--- config.mk ---
export PLATFORM = sky130hd
export DESIGN_NAME = pipe_hazard_scoreboard
export DESIGN_NICKNAME = d
export VERILOG_FILES = /design/src/rtl/pipe_hazard_scoreboard.sv
export SDC_FILE = /design/constraint.sdc
export NUM_CORES = 1
export LEC_CHECK = 0
export BUFFER_PORTS_ARGS = -buffer_cell sky130_fd_sc_hd__buf_2
export CORE_MARGIN = 4
export CORE_UTILIZATION = 54
export CTS_CLUSTER_SIZE = 14
export DETAILED_ROUTE_END_ITERATION = 6
export PLACE_DENSITY = 0.79
export SYNTH_ARGS = -nofsm -noshare
export SYNTH_HDL_FRONTEND = slang
export SYNTH_SLANG_ARGS = --single-unit
--- constraint.sdc ---
create_clock -name clk -period 2.63 [get_ports clk]
set_input_delay 0.1315 -clock clk [delete_from_list [all_inputs] [get_ports clk]]
set_output_delay 0.1315 -clock clk [all_outputs]
set_load 0.01 [all_outputs]
--- src/rtl/pipe_hazard_scoreboard.sv ---
// pipe_hazard_scoreboard
// Hazard detection, forwarding-select and flush control for the in-order
// pipeline. Every in-flight register write behind ID is kept in an
// NSTAGE-deep shift register (stage 1 = EX ... stage NSTAGE = WB). Each ID
// source is matched against it to decide:
//   - whether ID must stall;
//   - which stage EX forwards from on the next cycle.

module pipe_hazard_scoreboard #(
  parameter int NSTAGE  = 3,  // stages after ID that can hold a pending write
  parameter int AW      = 5,  // register address width
  parameter int LW      = 2,  // width of the per-instruction latency field
  parameter int FLUSH_D = 1,  // stages behind ID squashed by a flush
  parameter int SW      = 2   // forwarding select width, 2**SW > NSTAGE
) (
  input  logic          clk,
  input  logic          rst_n,
  input  logic          i_id_valid,
  input  logic [AW-1:0] i_id_rs,
  input  logic [AW-1:0] i_id_rt,
  input  logic          i_id_use_rs,
  input  logic          i_id_use_rt,
  input  logic          i_id_wr_en,
  input  logic [AW-1:0] i_id_rd,
  input  logic [LW-1:0] i_id_lat,
  input  logic          i_flush,
  input  logic          i_hold,
  output logic          o_id_stall,
  output logic [SW-1:0] o_ex_fwd_rs,
  output logic [SW-1:0] o_ex_fwd_rt,
  output logic [31:0]   o_stall_cnt
);

  // Tracker state: one pending-write slot per stage behind ID.
  logic [NSTAGE:1] r_v;
  logic [AW-1:0]   r_rd  [1:NSTAGE];
  logic [LW-1:0]   r_lat [1:NSTAGE];

  // Forwarding selects for the instruction currently in EX, and the stall
  // cycle counter.
  logic [SW-1:0]   r_fwd_rs;
  logic [SW-1:0]   r_fwd_rt;
  logic [31:0]     r_stall_cnt;

  // Per-stage match and "result not yet forwardable" flags.
  logic [NSTAGE:1] w_hit_rs;
  logic [NSTAGE:1] w_hit_rt;
  logic [NSTAGE:1] w_late;

  // Resolved youngest-producer information per source.
  logic            w_rs_live;
  logic            w_rt_live;
  logic            w_haz_rs;
  logic            w_haz_rt;
  logic [SW-1:0]   w_fwd_rs;
  logic [SW-1:0]   w_fwd_rt;

  // Issue control and the next valid vector.
  logic            w_stall;
  logic            w_issue;
  logic [NSTAGE:1] w_v_next;

  // Register 0 is hard-wired, so a source of r0 never creates a dependency.
  assign w_rs_live = i_id_use_rs && (i_id_rs != '0);
  assign w_rt_live = i_id_use_rt && (i_id_rt != '0);

  genvar gi;
  generate
    for (gi = 1; gi <= NSTAGE; gi++) begin : g_stage_cmp
      assign w_hit_rs[gi] = r_v[gi] && (r_rd[gi] == i_id_rs);
      assign w_hit_rt[gi] = r_v[gi] && (r_rd[gi] == i_id_rt);
      // A result becomes forwardable once the producer reaches stage lat.
      // lat=0 behaves as lat=1, and k<1 never holds for k>=1.
      // lat>NSTAGE keeps the consumer waiting until the producer retires.
      assign w_late[gi]   = (r_lat[gi] != '0) && (32'(gi) < 32'(r_lat[gi]));
    end
  endgenerate

  // Youngest producer wins. Scanning from the oldest stage towards stage 1
  // lets the last hit (the smallest k) overwrite older ones.
  always_comb begin
    w_haz_rs = 1'b0;
    w_haz_rt = 1'b0;
    w_fwd_rs = '0;
    w_fwd_rt = '0;
    for (int k = NSTAGE; k >= 1; k--) begin
      if (w_rs_live && w_hit_rs[k]) begin
        w_haz_rs = w_late[k];
        w_fwd_rs = (k < NSTAGE) ? SW'(k + 1) : '0;
      end
      if (w_rt_live && w_hit_rt[k]) begin
        w_haz_rt = w_late[k];
        w_fwd_rt = (k < NSTAGE) ? SW'(k + 1) : '0;
      end
    end
  end

  // A flush suppresses the stall: the instruction in ID is discarded anyway.
  assign w_stall    = i_id_valid && !i_flush && (w_haz_rs || w_haz_rt);
  assign w_issue    = i_id_valid && !w_stall && !i_flush;
  assign o_id_stall = w_stall;

  // Stage 1 gets the issuing write, or a bubble on stall/flush/idle.
  // Writes to r0 are dropped here.
  assign w_v_next[1] = w_issue && i_id_wr_en && (i_id_rd != '0);

  generate
    for (gi = 2; gi <= NSTAGE; gi++) begin : g_v_shift
      if (gi <= FLUSH_D + 1) begin : g_killable
        // Youngest FLUSH_D stages behind ID are wrong-path on a flush.
        assign w_v_next[gi] = r_v[gi-1] && !i_flush;
      end else begin : g_keep
        assign w_v_next[gi] = r_v[gi-1];
      end
    end
  endgenerate

  // Valid bits advance one stage per cycle unless memory holds the pipe.
  always_ff @(posedge clk or negedge rst_n) begin
    if (!rst_n) begin
      r_v <= '0;
    end else if (!i_hold) begin
      r_v <= w_v_next;
    end
  end

  // Destination/latency payload follows the valid bits. Stage 1 loads
  // unconditionally because its valid bit alone says whether it matters.
  always_ff @(posedge clk or negedge rst_n) begin
    if (!rst_n) begin
      for (int k = 1; k <= NSTAGE; k++) begin
        r_rd[k]  <= '0;
        r_lat[k] <= '0;
      end
    end else if (!i_hold) begin
      r_rd[1]  <= i_id_rd;
      r_lat[1] <= i_id_lat;
      for (int k = 2; k <= NSTAGE; k++) begin
        r_rd[k]  <= r_rd[k-1];
        r_lat[k] <= r_lat[k-1];
      end
    end
  end

  // Forwarding selects are captured with the issuing instruction. A stall or
  // flush puts a bubble in EX, so the selects clear. With ID idle they keep
  // the value of the last issue.
  always_ff @(posedge clk or negedge rst_n) begin
    if (!rst_n) begin
      r_fwd_rs <= '0;
      r_fwd_rt <= '0;
    end else if (!i_hold) begin
      if (w_issue) begin
        r_fwd_rs <= w_fwd_rs;
        r_fwd_rt <= w_fwd_rt;
      end else if (w_stall || i_flush) begin
        r_fwd_rs <= '0;
        r_fwd_rt <= '0;
      end
    end
  end

  // Count stall cycles that actually cost a cycle. Held cycles are excluded.
  // The count saturates instead of wrapping.
  always_ff @(posedge clk or negedge rst_n) begin
    if (!rst_n) begin
      r_stall_cnt <= '0;
    end else if (!i_hold && w_stall && (r_stall_cnt != 32'hFFFF_FFFF)) begin
      r_stall_cnt <= r_stall_cnt + 32'd1;
    end
  end

  assign o_ex_fwd_rs = r_fwd_rs;
  assign o_ex_fwd_rt = r_fwd_rt;
  assign o_stall_cnt = r_stall_cnt;

endmodule

---- Word level (Yosys, flattened, before mapping) ----
Index checks and enable logic that the tools add are counted.
cells by class
  add/sub/neg operators ................... 1
  order comparisons ....................... 2
  equal/unequal tests ..................... 5
  multiplexer cells ....................... 11
  bitwise gates (word level) .............. 1
  reductions and logical operators ........ 33
operators by type and width
  operator                                                             number
  32-bit by 1-bit adder with 32-bit output, second input constant      1
  32-bit != test, second input constant                                1
  1-bit logical AND                                                    21
  5-bit equality test                                                  4
  5-bit nonzero test                                                   3
  2-bit 2-to-1 mux                                                     7
  2-bit nonzero test                                                   3
  1-bit 2-to-1 mux                                                     4
  1-bit zero test                                                      3
  1-bit logical OR                                                     2
  1-bit by 2-bit < comparator with 1-bit output, first input constant  1
  2-bit < comparator, first input constant                             1
  2-bit AND reduction                                                  1
  1-bit inverter                                                       1
word-level totals
  flip-flop bits (word level) ............. 52
  bits of input ports ..................... 25
  output and inout port bits .............. 37
  word-level logic and storage cells ...... 61

---- Longest topological paths before layout ----
Gate-level depths: netlist (run 1).
  word-level depth ........................ 12
  gate-level depth with buffers ........... 8
  depth with buffers taken out ............ 7

---- Worst setup path after synthesis (run 1) ----
Ideal clock, no wire load.
  path type ............................... reg-to-reg
  start ................................... reg r_stall_cnt[9] (netlist: o_stall_cnt[9])
  end ..................................... reg r_stall_cnt[1] (netlist: o_stall_cnt[1])
  library setup time ...................... 0.125 ns
  arrival time ............................ 2.068 ns
  required time ........................... 2.505 ns
  path slack .............................. 0.437 ns
  cell stages (with the launch flop) ...... 8
  path buffers ............................ 0
  period minus slack after synthesis ...... 2.193 ns
  cell sequence ........................... dfrtp_1 -> and4_1 -> and4_1 -> nand4_2 -> nor3_1 -> nor3_1 -> nand2_1 -> mux2_2
on the way
  longest elaborated chain between the ends .. 2
RTL lines
  what                      RTL line  source
  start: declaration        43        logic [31:0] r_stall_cnt;
  start signal: assignment  169       r_stall_cnt <= r_stall_cnt + 32'd1;
  32-bit != test            168       end else if (!i_hold && w_stall && (r_stall_cnt != 32'hFFFF_FFFF)) begin
  1-bit logical AND         168
Every way passes these cells.
A chain may end at the register's enable or synchronous reset.

---- Final worst setup path (run 1) ----
  start ................................... reg r_rd[11] (netlist bit)
  end ..................................... out o_id_stall
on the way
  longest elaborated chain between the ends .. 6
  elaborated cells between the ends (all ways) .. 10
  classes of those cells .................. eq/ne: 2; mux: 2; reduce/logical: 6
RTL lines
  what                                    RTL line  source
  start: declaration                      36        logic [AW-1:0] r_rd [1:NSTAGE];
  start signal: indexed assignment        139       r_rd[k] <= r_rd[k-1];
  5-bit equality test (on tied branches)  70, 71
  1-bit logical AND (on tied branches)    70, 71
  1-bit logical AND (on tied branches)    87, 91
  1-bit 2-to-1 mux (on tied branches)     87, 91
  1-bit logical OR (*)                    99        assign w_stall = i_id_valid && !i_flush && (w_haz_rs || w_haz_rt);
  1-bit logical AND (*)                   99
  end: declaration                        28        output logic o_id_stall,
Every way passes the cells marked *; elsewhere a longest branch is shown, timed or not.

==> summary.txt, run 1 <==
Finish
  • Register area: 0.00130 mm2
  • Final Cell Area: 0.00332 mm2
  • # diodes: 0
  • Fin util: 65.0%
  • Layout cells sized above 1: 36.1%
  • Multi-input gate area: 0.00148 mm2
  • # fillers: 415
  • Area delta synth->final: 17.1%
  • Fin nets: 344

Logic synthesis
  • Post-synthesis cell type count: 39
  • Synthesized area: 0.00284 mm2
  • Syn_area_per_cell: 11.2 um2
  • Yosys reg bits: 52
  • Synth warnings: 0
  • Largest cells by area after synthesis: dfrtp_1 46%, xnor2_1 12%, mux2_2 6.0%
  • Syn Inst Count: 253
  • Synth area leader: dfrtp_1
  • Syn nets: 279
  • Yosys top cell area share: 45.9%
  • Register area share after synthesis: 45.9%

Global route
  • Antenna violations before repair: 0
  • Global-route usage over all layers: 18.8%
  • Global-route wire length before repair: 9.60 mm
  • Vias in the first global route: 2,113
  • Largest net degree at the start of global routing: 53
  • Grt ovf: 0

Clock tree
  • Worst-Skew Late Latency: 300 ps
  • Clock sink count: 52
  • Setup Buffers After CTS: 0
  • CTS-repair resized insts: 0
  • CTS Buf Count: 5
  • Clock tree root buffer cell: clkbuf_8
  • Reg clk slew, reported paths: 90 ps
  • CTS tree: done
  • H-Tree Depth: 2
  • Clock Path Buffers: 2

Critical path
  • Critical Path RT: 2500 ps
  • Worst r2r path cells: 7
  • CP Capture Type: output pin
  • Crit path DAT: 2300 ps
  • Largest fanout on the critical path: 15
  • Setup crit start kind: register
  • Critical setup path kind: register to output pin

STA
  • Max-slew headroom: 55.7%
  • Clk_skew: 9.69 ps
  • Hold Vio Cnt, Final: 0
  • Highest Clock Rate: 411 MHz
  • Setup-failing EPs final: 0
  • Max Slew Vio Count: 0
  • Setup Total Neg Slack: 0 ps
  • Crit path time final: 2440 ps
  • Fin worst setup slack: 195 ps
  • Slew @ Worst Pin: 663 ps
  • RSZ-0062 raised after global routing: no
  • Tcrit/Tclk final: 92.6%

Route
  • Via Count: 2,120
  • Drt first pass iters: 4
  • DRC viols: 0
  • Routed WL: 5.74 mm
  • DR vias/cell: 5.45
  • WL/cell: 14.8 um
  • Number of routed nets with antenna violations: 0
  • Drt initial violations: 114

Place
  • Final Wtd Congestion: 0.849
  • Hpwl dp: 4.39 mm
  • Port Buffer Count: 61
  • Setup WS pre-CTS: 282 ps
  • Cell Area, Placed: 0.00320 mm2

Die
  • Die area: 0.00648 mm2
  • Die height: 80.5 um
  • Initial cell density of the core: 55.6%
  • Core box area: 0.00511 mm2
  • # rows: 26
  • Die Span X: 80.5 um
  • Io pins: 62

Pwr
  • Worst IR Drop VDD: 0.299 mV
  • Leak: 1.52 nW
  • PwrDens: 468 mW/mm2
  • Tot Pwr: 1.55 mW

Flow run
  • Max-Cap Viols: 0

Worst hold path
  • Hold Crit Depth: 2
  • Hold Crit Class: primary input to register

Outcome
  • Status: finished, final reports clean
[cells in the mapped netlist, drive strengths merged]
cell type,number
or2b,1
inv,3
or3,2
or4,3
nor4,3
mux2,15
and2,1
nand2,26
nand3,12
o32ai,1
xor2,13
o21ba,1
o21ai,6
xnor2,38
clkbuf,4
nor3,16
nand4,19
o21a,1
and3,4
ha,1
o21bai,1
a22oi,1
dfrtp,52
buf,3
or2,1
nand2b,2
and4,4
o31ai,6
nor2,13
[placed cells by master (no fill, tap or decap), types with 2 or more instances in the layout]
| master | netlist | routed |
|---|---|---|
| nor4_2 | 2 | 2 |
| or4_1 | 2 | 2 |
| xor2_1 | 13 | 13 |
| o21ai_4 | 2 | 2 |
| clkbuf_8 | 0 | 5 |
| dfrtp_1 | 52 | 52 |
| and4_1 | 4 | 4 |
| nor3_2 | 8 | 8 |
| o21ai_2 | 2 | 2 |
| mux2_2 | 15 | 15 |
| o31ai_2 | 5 | 5 |
| inv_1 | 3 | 3 |
| o21ai_0 | 2 | 2 |
| nand4_1 | 18 | 18 |
| nand2b_1 | 2 | 2 |
| nor2_1 | 13 | 13 |
| buf_4 | 1 | 3 |
| nor3_1 | 8 | 8 |
| xnor2_1 | 38 | 38 |
| buf_2 | 0 | 61 |
| nand3_1 | 12 | 12 |
| nand2_1 | 26 | 26 |
| and3_1 | 4 | 4 |
[state kept, by name (all words and copies together) (netlist names)]
signal and count:
o_stall_cnt 32, o_ex_fwd_rs 2, r_rd 10, o_ex_fwd_rt 2
r_lat 4, r_v 2
[logic make-up after synthesis]
| logic type | after synthesis | synth area share (%) |
|---|---|---|
| AOI/OAI and AO/OA | 17 | 7.45 |
| xor gates and xnor gates | 51 | 15.7 |
| buffers and inverters | 10 | 2.12 |
| and+or+nand+nor | 107 | 22.4 |
| muxes | 15 | 5.95 |
| DFF | 52 | 45.9 |
| adders and majority gates | 1 | 0.441 |
[metal layers]
metal,GRT usage [%],vias to the layer above,routed length (um)
met4,5.74,0,63
met5,0,-,0
li1,-,1025,-
met1,24.8,1048,2590
met2,31.2,40,2840
met3,3.70,7,254
[worst max-delay path: stages (launching register included)]
cell     delay (ps)
dfrtp_1         420
xnor2_1         160
nand4_1         150
or3_2           520
a22oi_4         210
o21a_4          320
nor2_1           90
buf_2           140
[worst paths after layout]
path	endpoint	start	slack, ps
setup / recovery	o_id_stall	r_rd[11]	190
hold / removal	r_lat[5]	i_id_lat[1]	60
setup reg to reg	o_ex_fwd_rt[1]	r_rd[11]	290
hold reg to reg	r_lat[2]	r_lat[4]	500
max in group asynchronous	r_rd[9]	rst_n	1720
min in group asynchronous	o_stall_cnt[5]	rst_n	450
[area by class of cell]
class                   count  area share (%)
inverters                   3           0.339
clock buffers               6            2.18
flip-flops and latches     52            39.2
repair buffers             65            10.2
well taps                  70            2.64
clock inverters             2            1.05
multi-input cells         191            44.4
[through the flow]
stage	cells	hold WS [ps]
finish	389	55.1
global route	389	52.1
CTS	389	44.9
detailed placement	380	290
global placement	380	281
floorplan	253	-164
[power breakdown]
group | switching [mW] | internal (mW)
clock network | 0.252 | 0.283
logic | 0.0770 | 0.0821
registers | 0.0324 | 0.828
total | 0.361 | 1.19
[what timing repair did]
item | 4_1_cts | 5_1_grt
hold buffers | 1 | 0
hold endpoints to repair | 52 | 0
setup endpoints to repair | 0 | 0
Power figures use the tool's default switching activity.
==> run 2: changes to the inputs <==
--- a/config.mk
+++ b/config.mk
@@ -7,10 +7,10 @@
 export LEC_CHECK = 0
 export BUFFER_PORTS_ARGS = -buffer_cell sky130_fd_sc_hd__buf_2
 export CORE_MARGIN = 4
-export CORE_UTILIZATION = 54
+export CORE_UTILIZATION = 40
 export CTS_CLUSTER_SIZE = 14
 export DETAILED_ROUTE_END_ITERATION = 6
-export PLACE_DENSITY = 0.79
+export SLEW_MARGIN = 30
 export SYNTH_ARGS = -nofsm -noshare
 export SYNTH_HDL_FRONTEND = slang
 export SYNTH_SLANG_ARGS = --single-unit
==> run 2 against run 1 <==
Final cell count rose by 6.9%. Power is 4.0% lower. First-iteration DRC count decreased by 18%. Combinational power about the same.
==> summary.txt, run 2 (same netlist as run 1, synthesis figures left out) <==
Route
  • DRC viols: 0 (unchanged)
  • Max Used Layer: met4
  • Number of routed nets with antenna violations: 0 (unchanged)
  • Routed WL: 5.96 mm (+3.8%)
  • Via Count: 2,093 (-1.3%)
  • Drt first pass iters: 4 (unchanged)
  • Met3 routed WL: 223 um (-12%)
  • Drt initial violations: 94 (-18%)
  • Routed metal-1 wire length: 2.80 mm (+8.1%)
  • DR vias/cell: 5.03 (-7.7%)
  • WL/cell: 14.3 um (-2.9%)
  • Met2 wire len: 2.88 mm (+1.5%)

Die
  • Io pins: 62 (unchanged)
  • Core box area: 0.00683 mm2 (+34%)
  • Die Span X: 92.2 um (+15%)
  • Die area: 0.00851 mm2 (+31%)
  • Die height: 92.2 um (+15%)
  • # rows: 30 (+15%)
  • Initial cell density of the core: 41.5% (-14 points)

Critical path
  • Critical setup path kind: register to output pin
  • R2R Path End: o_ex_fwd_rt[1]
  • Worst r2r path cells: 7 (unchanged)
  • Flop-to-flop setup slack: 270 ps (-20 ps)
  • Slowest stage delay, CP: 510 ps (about the same)
  • Reg2reg start: r_rd[11]
  • Setup crit start kind: register
  • Critical path's slowest cell: or3_2
  • CP Capture Type: output pin
  • Critical Path RT: 2500 ps (about the same)
  • WP depth: 7 (unchanged)
  • Buffers and inverters on the worst path: 1 (unchanged)
  • Crit path DAT: 2360 ps (+60 ps)
  • Largest fanout on the critical path: 15 (unchanged)
  • CP Cell Sequence: xnor2_1 -> nand4_1 -> or3_2 -> a22oi_4 -> o21a_4 -> nor2_1 -> buf_2
  • CP top delay family: simple AND/OR/NAND/NOR gates

Global route
  • Vias in the first global route: 2,190 (+3.6%)
  • Largest net degree at the start of global routing: 27 (-49%)
  • Global-route usage over all layers: 14.9% (-3.9 points)
  • Grt ovf: 0 (unchanged)
  • Antenna violations before repair: 0 (unchanged)
  • Global-route wire length before repair: 10.4 mm (+7.8%)

Outcome
  • Status: finished, final reports clean

STA
  • Setup-failing EPs final: 0 (unchanged)
  • Highest Clock Rate: 402 MHz (-2.1%)
  • Slew @ Worst Pin: 668 ps (+4.84 ps)
  • Max Slew Vio Count: 0 (unchanged)
  • RSZ-0062 raised after global routing: no
  • Crit path time final: 2490 ps (+51.8 ps)
  • Tcrit/Tclk final: 94.6% (+2.0 points)
  • Max-slew headroom: 55.4% (-0.32 points)
  • Hold Vio Cnt, Final: 0 (unchanged)
  • Setup Total Neg Slack: 0 ps (unchanged)
  • Final hold slack: 56.6 ps (+1.49 ps)
  • Clk_skew: 6.43 ps (-3.27 ps)

Clock tree
  • CTS Buf Count: 5 (unchanged)
  • CTS-repair resized insts: 0 (unchanged)
  • Worst-Skew Late Latency: 300 ps (about the same)
  • Clock sink count: 52 (unchanged)
  • Reg clk slew, reported paths: 90 ps (about the same)
  • H-Tree Depth: 2 (unchanged)
  • Clock Path Buffers: 2 (unchanged)
  • Clock tree root buffer cell: clkbuf_8
  • CTS tree: done

Finish
  • Layout Cells excl Fill: 416 (+6.9%)
  • Fin util: 49.0% (-16 points)
  • Fin nets: 345 (+0.29%)
  • # fillers: 689 (+66%)
  • Most frequent cells in the layout: 61 x buf_2, 52 x dfrtp_1, 38 x xnor2_1, 26 x nand2_1, 18 x nand4_1
  • Most common cell after layout, fill and taps aside: buf_2
  • Layout cells sized above 1: 36.6% (+0.51 points)
  • Area delta synth->final: 17.9%
  • # diodes: 0 (unchanged)
  • Max FFs per register: 32 (unchanged)

Pwr
  • Leak: 1.52 nW (about the same)
  • PwrDens: 446 mW/mm2 (-4.7%)
  • Tot Pwr: 1.49 mW (-4.0%)
  • Worst IR Drop VDD: 0.241 mV (-19%)

Place
  • Port Buffer Count: 61 (unchanged)
  • Hpwl dp: 4.63 mm (+5.6%)
  • Final Wtd Congestion: 0.795 (-6.4%)
  • Dpl cells: 407 (+7.1%)

Worst hold path
  • Hold Crit Class: primary input to register
  • Hold Crit Depth: 2 (unchanged)
  • Hold path endpoint: r_lat[5]
  • Worst hold path startpoint: i_id_lat[1]

Flow run
  • Max-Cap Viols: 0 (unchanged)
==> run 2: changes by cell type in the layout (fill, tap and decap cells not counted), sizes merged <==
cell    before  now
bufinv       1    0
clkinv       1    2
buf         64   65
==> run 2: what timing repair did <==
action / CTS / global route
endpoints found under the hold margin: 24 / 0
setup buffers: 0 / 0
hold buffers: 1 / 0
==> run 2: how the worst max path moves through the flow <==
stage / start / to
after floorplan: o_stall_cnt[9] / o_stall_cnt[1]
after global placement: r_rd[11] / o_ex_fwd_rs[1]
after detailed placement: r_rd[11] / r_v[1]
after CTS: r_rd[11] / o_id_stall
after global routing: r_rd[10] / o_id_stall
final: r_rd[11] / o_id_stall
==> run 2: worst register-to-register path: stages (launching register included) <==
cell     delay [ps]
dfrtp_1         430
xnor2_1         170
nand4_1         140
or3_2           510
a22oi_4         220
o21ai_2         190
or2_1           380
o31ai_2         240
==> run 2: layout make-up <==
cell class / instances / area [um2] / share of cell area (%)
Tap cell: 96 / 120 / 3.59
Inverter: 3 / 11.3 / 0.336
Timing Repair Buffer: 66 / 345 / 10.3
Clock buffer: 6 / 82.6 / 2.47
Sequential cell: 52 / 1300 / 38.9
Clock inverter: 2 / 10.0 / 0.299
Multi-Input combinational cell: 191 / 1480 / 44.1
==> run 2: per-stage QoR <==
| stage | cell area, um2 | worst slack, ps |
|---|---|---|
| 2_1_floorplan | 2840 | 437 |
| 4_1_cts | 3350 | 111 |
| 3_3_place_gp | 3240 | 317 |
| 3_5_place_dp | 3240 | 273 |
| 6_report | 3350 | 143 |
| 5_1_grt | 3350 | 5.22 |
==> run 2: report_power, final <==
group | total, mW | switching [mW] | internal (mW)
Combinational | 0.160 | 0.0774 | 0.0830
Sequential | 0.862 | 0.0338 | 0.828
Clock | 0.470 | 0.259 | 0.211
==> run 2: metal layers <==
layer | vias up | global-route usage, %
met2 | 42 | 25.2
met3 | 5 | 2.71
met5 | - | 0
li1 | 1025 | -
met4 | 0 | 3.71
met1 | 1021 | 19.6
==> run 3: changes to the inputs <==
--- a/config.mk
+++ b/config.mk
@@ -6,10 +6,13 @@
 export NUM_CORES = 1
 export LEC_CHECK = 0
 export BUFFER_PORTS_ARGS = -buffer_cell sky130_fd_sc_hd__buf_2
+export CELL_PAD_IN_SITES_DETAIL_PLACEMENT = 0
+export CELL_PAD_IN_SITES_GLOBAL_PLACEMENT = 1
 export CORE_MARGIN = 4
 export CORE_UTILIZATION = 40
 export CTS_CLUSTER_SIZE = 14
 export DETAILED_ROUTE_END_ITERATION = 6
+export PLACE_DENSITY_LB_ADDON = 0.1
 export SLEW_MARGIN = 30
 export SYNTH_ARGS = -nofsm -noshare
 export SYNTH_HDL_FRONTEND = slang
==> run 3 against run 2 <==
Non-clock buffer count grew 5. Sequential power is essentially flat. Global-route usage grew 0.58 points. Setup slack gained 30 ps. Combinational power is essentially flat. Register-to-register slack is essentially flat. Power grew 6.4%. Core utilization grew 0.88 points. Hold slack lost 5.4 ps. Die area is the same. Cell area grew 1.8%. Wire length grew 3.8%. Largest power group unchanged.
==> summary.txt, run 3 (same netlist as run 1, synthesis figures left out) <==
Outcome
  • Status: finished, final reports clean

Critical path
  • Buffers and inverters on the worst path: 1 (unchanged)
  • Crit path DAT: 2330 ps (-30 ps)
  • Critical Path RT: 2500 ps (about the same)
  • Critical setup path kind: register to output pin
  • Critical path's slowest cell: or3_2
  • Setup crit start kind: register
  • CP top delay family: simple AND/OR/NAND/NOR gates
  • Slowest stage delay, CP: 510 ps (about the same)
  • CP Cell Sequence: xnor2_1 -> nand4_1 -> or3_2 -> a22oi_4 -> o21a_4 -> nor2_1 -> buf_2
  • CP Capture Type: output pin
  • Largest fanout on the critical path: 15 (unchanged)

Route
  • DR vias/cell: 4.94 (-1.8%)
  • Drt initial violations: 89 (-5.3%)
  • Via Count: 2,081 (-0.57%)
  • Routed WL: 6.19 mm (+3.8%)
  • WL/cell: 14.7 um (+2.6%)
  • Drt first pass iters: 4 (unchanged)
  • DRC viols: 0 (unchanged)
  • Number of routed nets with antenna violations: 0 (unchanged)

Finish
  • Max FFs per register: 32 (unchanged)
  • Most frequent cells in the layout: 61 x buf_2, 52 x dfrtp_1, 38 x xnor2_1, 26 x nand2_1, 18 x nand4_1
  • Layout cells sized above 1: 37.5% (+0.98 points)
  • # diodes: 0 (unchanged)
  • Fin nets: 350 (+1.4%)
  • Layout Cells excl Fill: 421 (+1.2%)
  • Most common cell after layout, fill and taps aside: buf_2
  • Area delta synth->final: 20.1%
  • # fillers: 655 (-4.9%)

Worst hold path
  • Hold Crit Class: primary input to register

Clock tree
  • CTS tree: done
  • H-Tree Depth: 2 (unchanged)
  • CTS Buf Count: 5 (unchanged)
  • Clock Path Buffers: 2 (unchanged)
  • Clock tree root buffer cell: clkbuf_8
  • Setup Buffers After CTS: 0 (unchanged)
  • CTS-repair resized insts: 0 (unchanged)
  • Reg clk slew, reported paths: 100 ps (about the same)
  • Clock sink count: 52 (unchanged)
  • Worst-Skew Late Latency: 310 ps (about the same)

Die
  • Die height: 92.2 um (unchanged)
  • Io pins: 62 (unchanged)
  • Die area: 0.00851 mm2 (unchanged)
  • Die Span X: 92.2 um (unchanged)
  • Core box area: 0.00683 mm2 (unchanged)
  • Initial cell density of the core: 41.5% (unchanged)
  • # rows: 30 (unchanged)

STA
  • Clk_skew: 10.3 ps (+3.90 ps)
  • Crit path time final: 2460 ps (-30.1 ps)
  • Setup-failing EPs final: 0 (unchanged)
  • Highest Clock Rate: 407 MHz (+1.2%)
  • Max Slew Vio Count: 0 (unchanged)
  • Max-slew headroom: 54.2% (-1.2 points)
  • Final hold slack: 51.2 ps (-5.40 ps)
  • Hold Vio Cnt, Final: 0 (unchanged)
  • Setup Total Neg Slack: 0 ps (unchanged)
  • Slew @ Worst Pin: 687 ps (+19.5 ps)
  • Tcrit/Tclk final: 93.4% (-1.1 points)
  • RSZ-0062 raised after global routing: no

Place
  • Hpwl dp: 4.59 mm (-0.83%)
  • Dpl cells: 412 (+1.2%)
  • Final Wtd Congestion: 0.777 (-2.2%)
  • Port Buffer Count: 61 (unchanged)

Global route
  • Global-route usage over all layers: 15.5% (+0.58 points)
  • Global-route wire length before repair: 10.7 mm (+3.3%)
  • Vias in the first global route: 2,152 (-1.7%)
  • Largest net degree at the start of global routing: 53 (+96%)
  • Grt ovf: 0 (unchanged)
  • Antenna violations before repair: 0 (unchanged)

Pwr
  • PwrDens: 466 mW/mm2 (+4.5%)
  • Worst IR Drop VDD: 0.235 mV (-2.7%)
  • Leak: 1.55 nW (+2.0%)
  • Tot Pwr: 1.59 mW (+6.4%)

Flow run
  • Max-Cap Viols: 0 (unchanged)
-- run 3: final cells by class --
cell class | count | area (um2) | area share (%)
multi-input combinational | 191 | 1480 | 43.3
sequential | 52 | 1300 | 38.2
timing repair buffer | 71 | 383 | 11.2
tap | 96 | 120 | 3.53
clock buffer | 5 | 68.8 | 2.02
clock inverter | 3 | 46.3 | 1.36
inverter | 3 | 11.3 | 0.331
-- run 3: repair_timing --
action	4_1_cts	5_1_grt
hold endpoints to repair	52	0
setup endpoints to repair	0	0
hold buffers	1	0
-- run 3: through the flow --
step / utilization (%) / setup slack (ps) / area (um2)
floorplan: - / 437 / 2840
global placement: 48.0 / 333 / 3280
detailed placement: 48.0 / 283 / 3280
CTS: 49.9 / 148 / 3410
global route: 49.9 / 17.5 / 3410
finish: 49.9 / 173 / 3410
-- run 3: final timing paths --
kind / start / endpoint / slack, ps / cells after the start
min in group asynchronous: rst_n / r_lat[3] / 490 / 3
min reg2reg: o_stall_cnt[5] / o_stall_cnt[5] / 490 / 1
max reg2reg: r_rd[11] / r_v[1] / 270 / 7
min: i_id_lat[1] / r_lat[5] / 50 / 2
max: r_rd[11] / o_id_stall / 170 / 7
max in group asynchronous: rst_n / r_rd[12] / 1690 / 3
-- run 3: power by group --
part / internal, mW / switching [mW] / leakage (nW)
clock network: 0.287 / 0.280 / 0.0548
registers: 0.828 / 0.0329 / 0.684
logic: 0.0821 / 0.0771 / 0.816
-- run 3: layer usage --
metal | global-route usage (%) | part of all wire [%] | wire, um | up-vias
li1 | - | - | - | 1036
met1 | 21.4 | 48 | 2990 | 1002
met2 | 25.0 | 48 | 2950 | 38
met3 | 2.79 | 3.2 | 199 | 5
met4 | 3.84 | 0.73 | 45 | 0
met5 | 0 | 0 | 0 | -
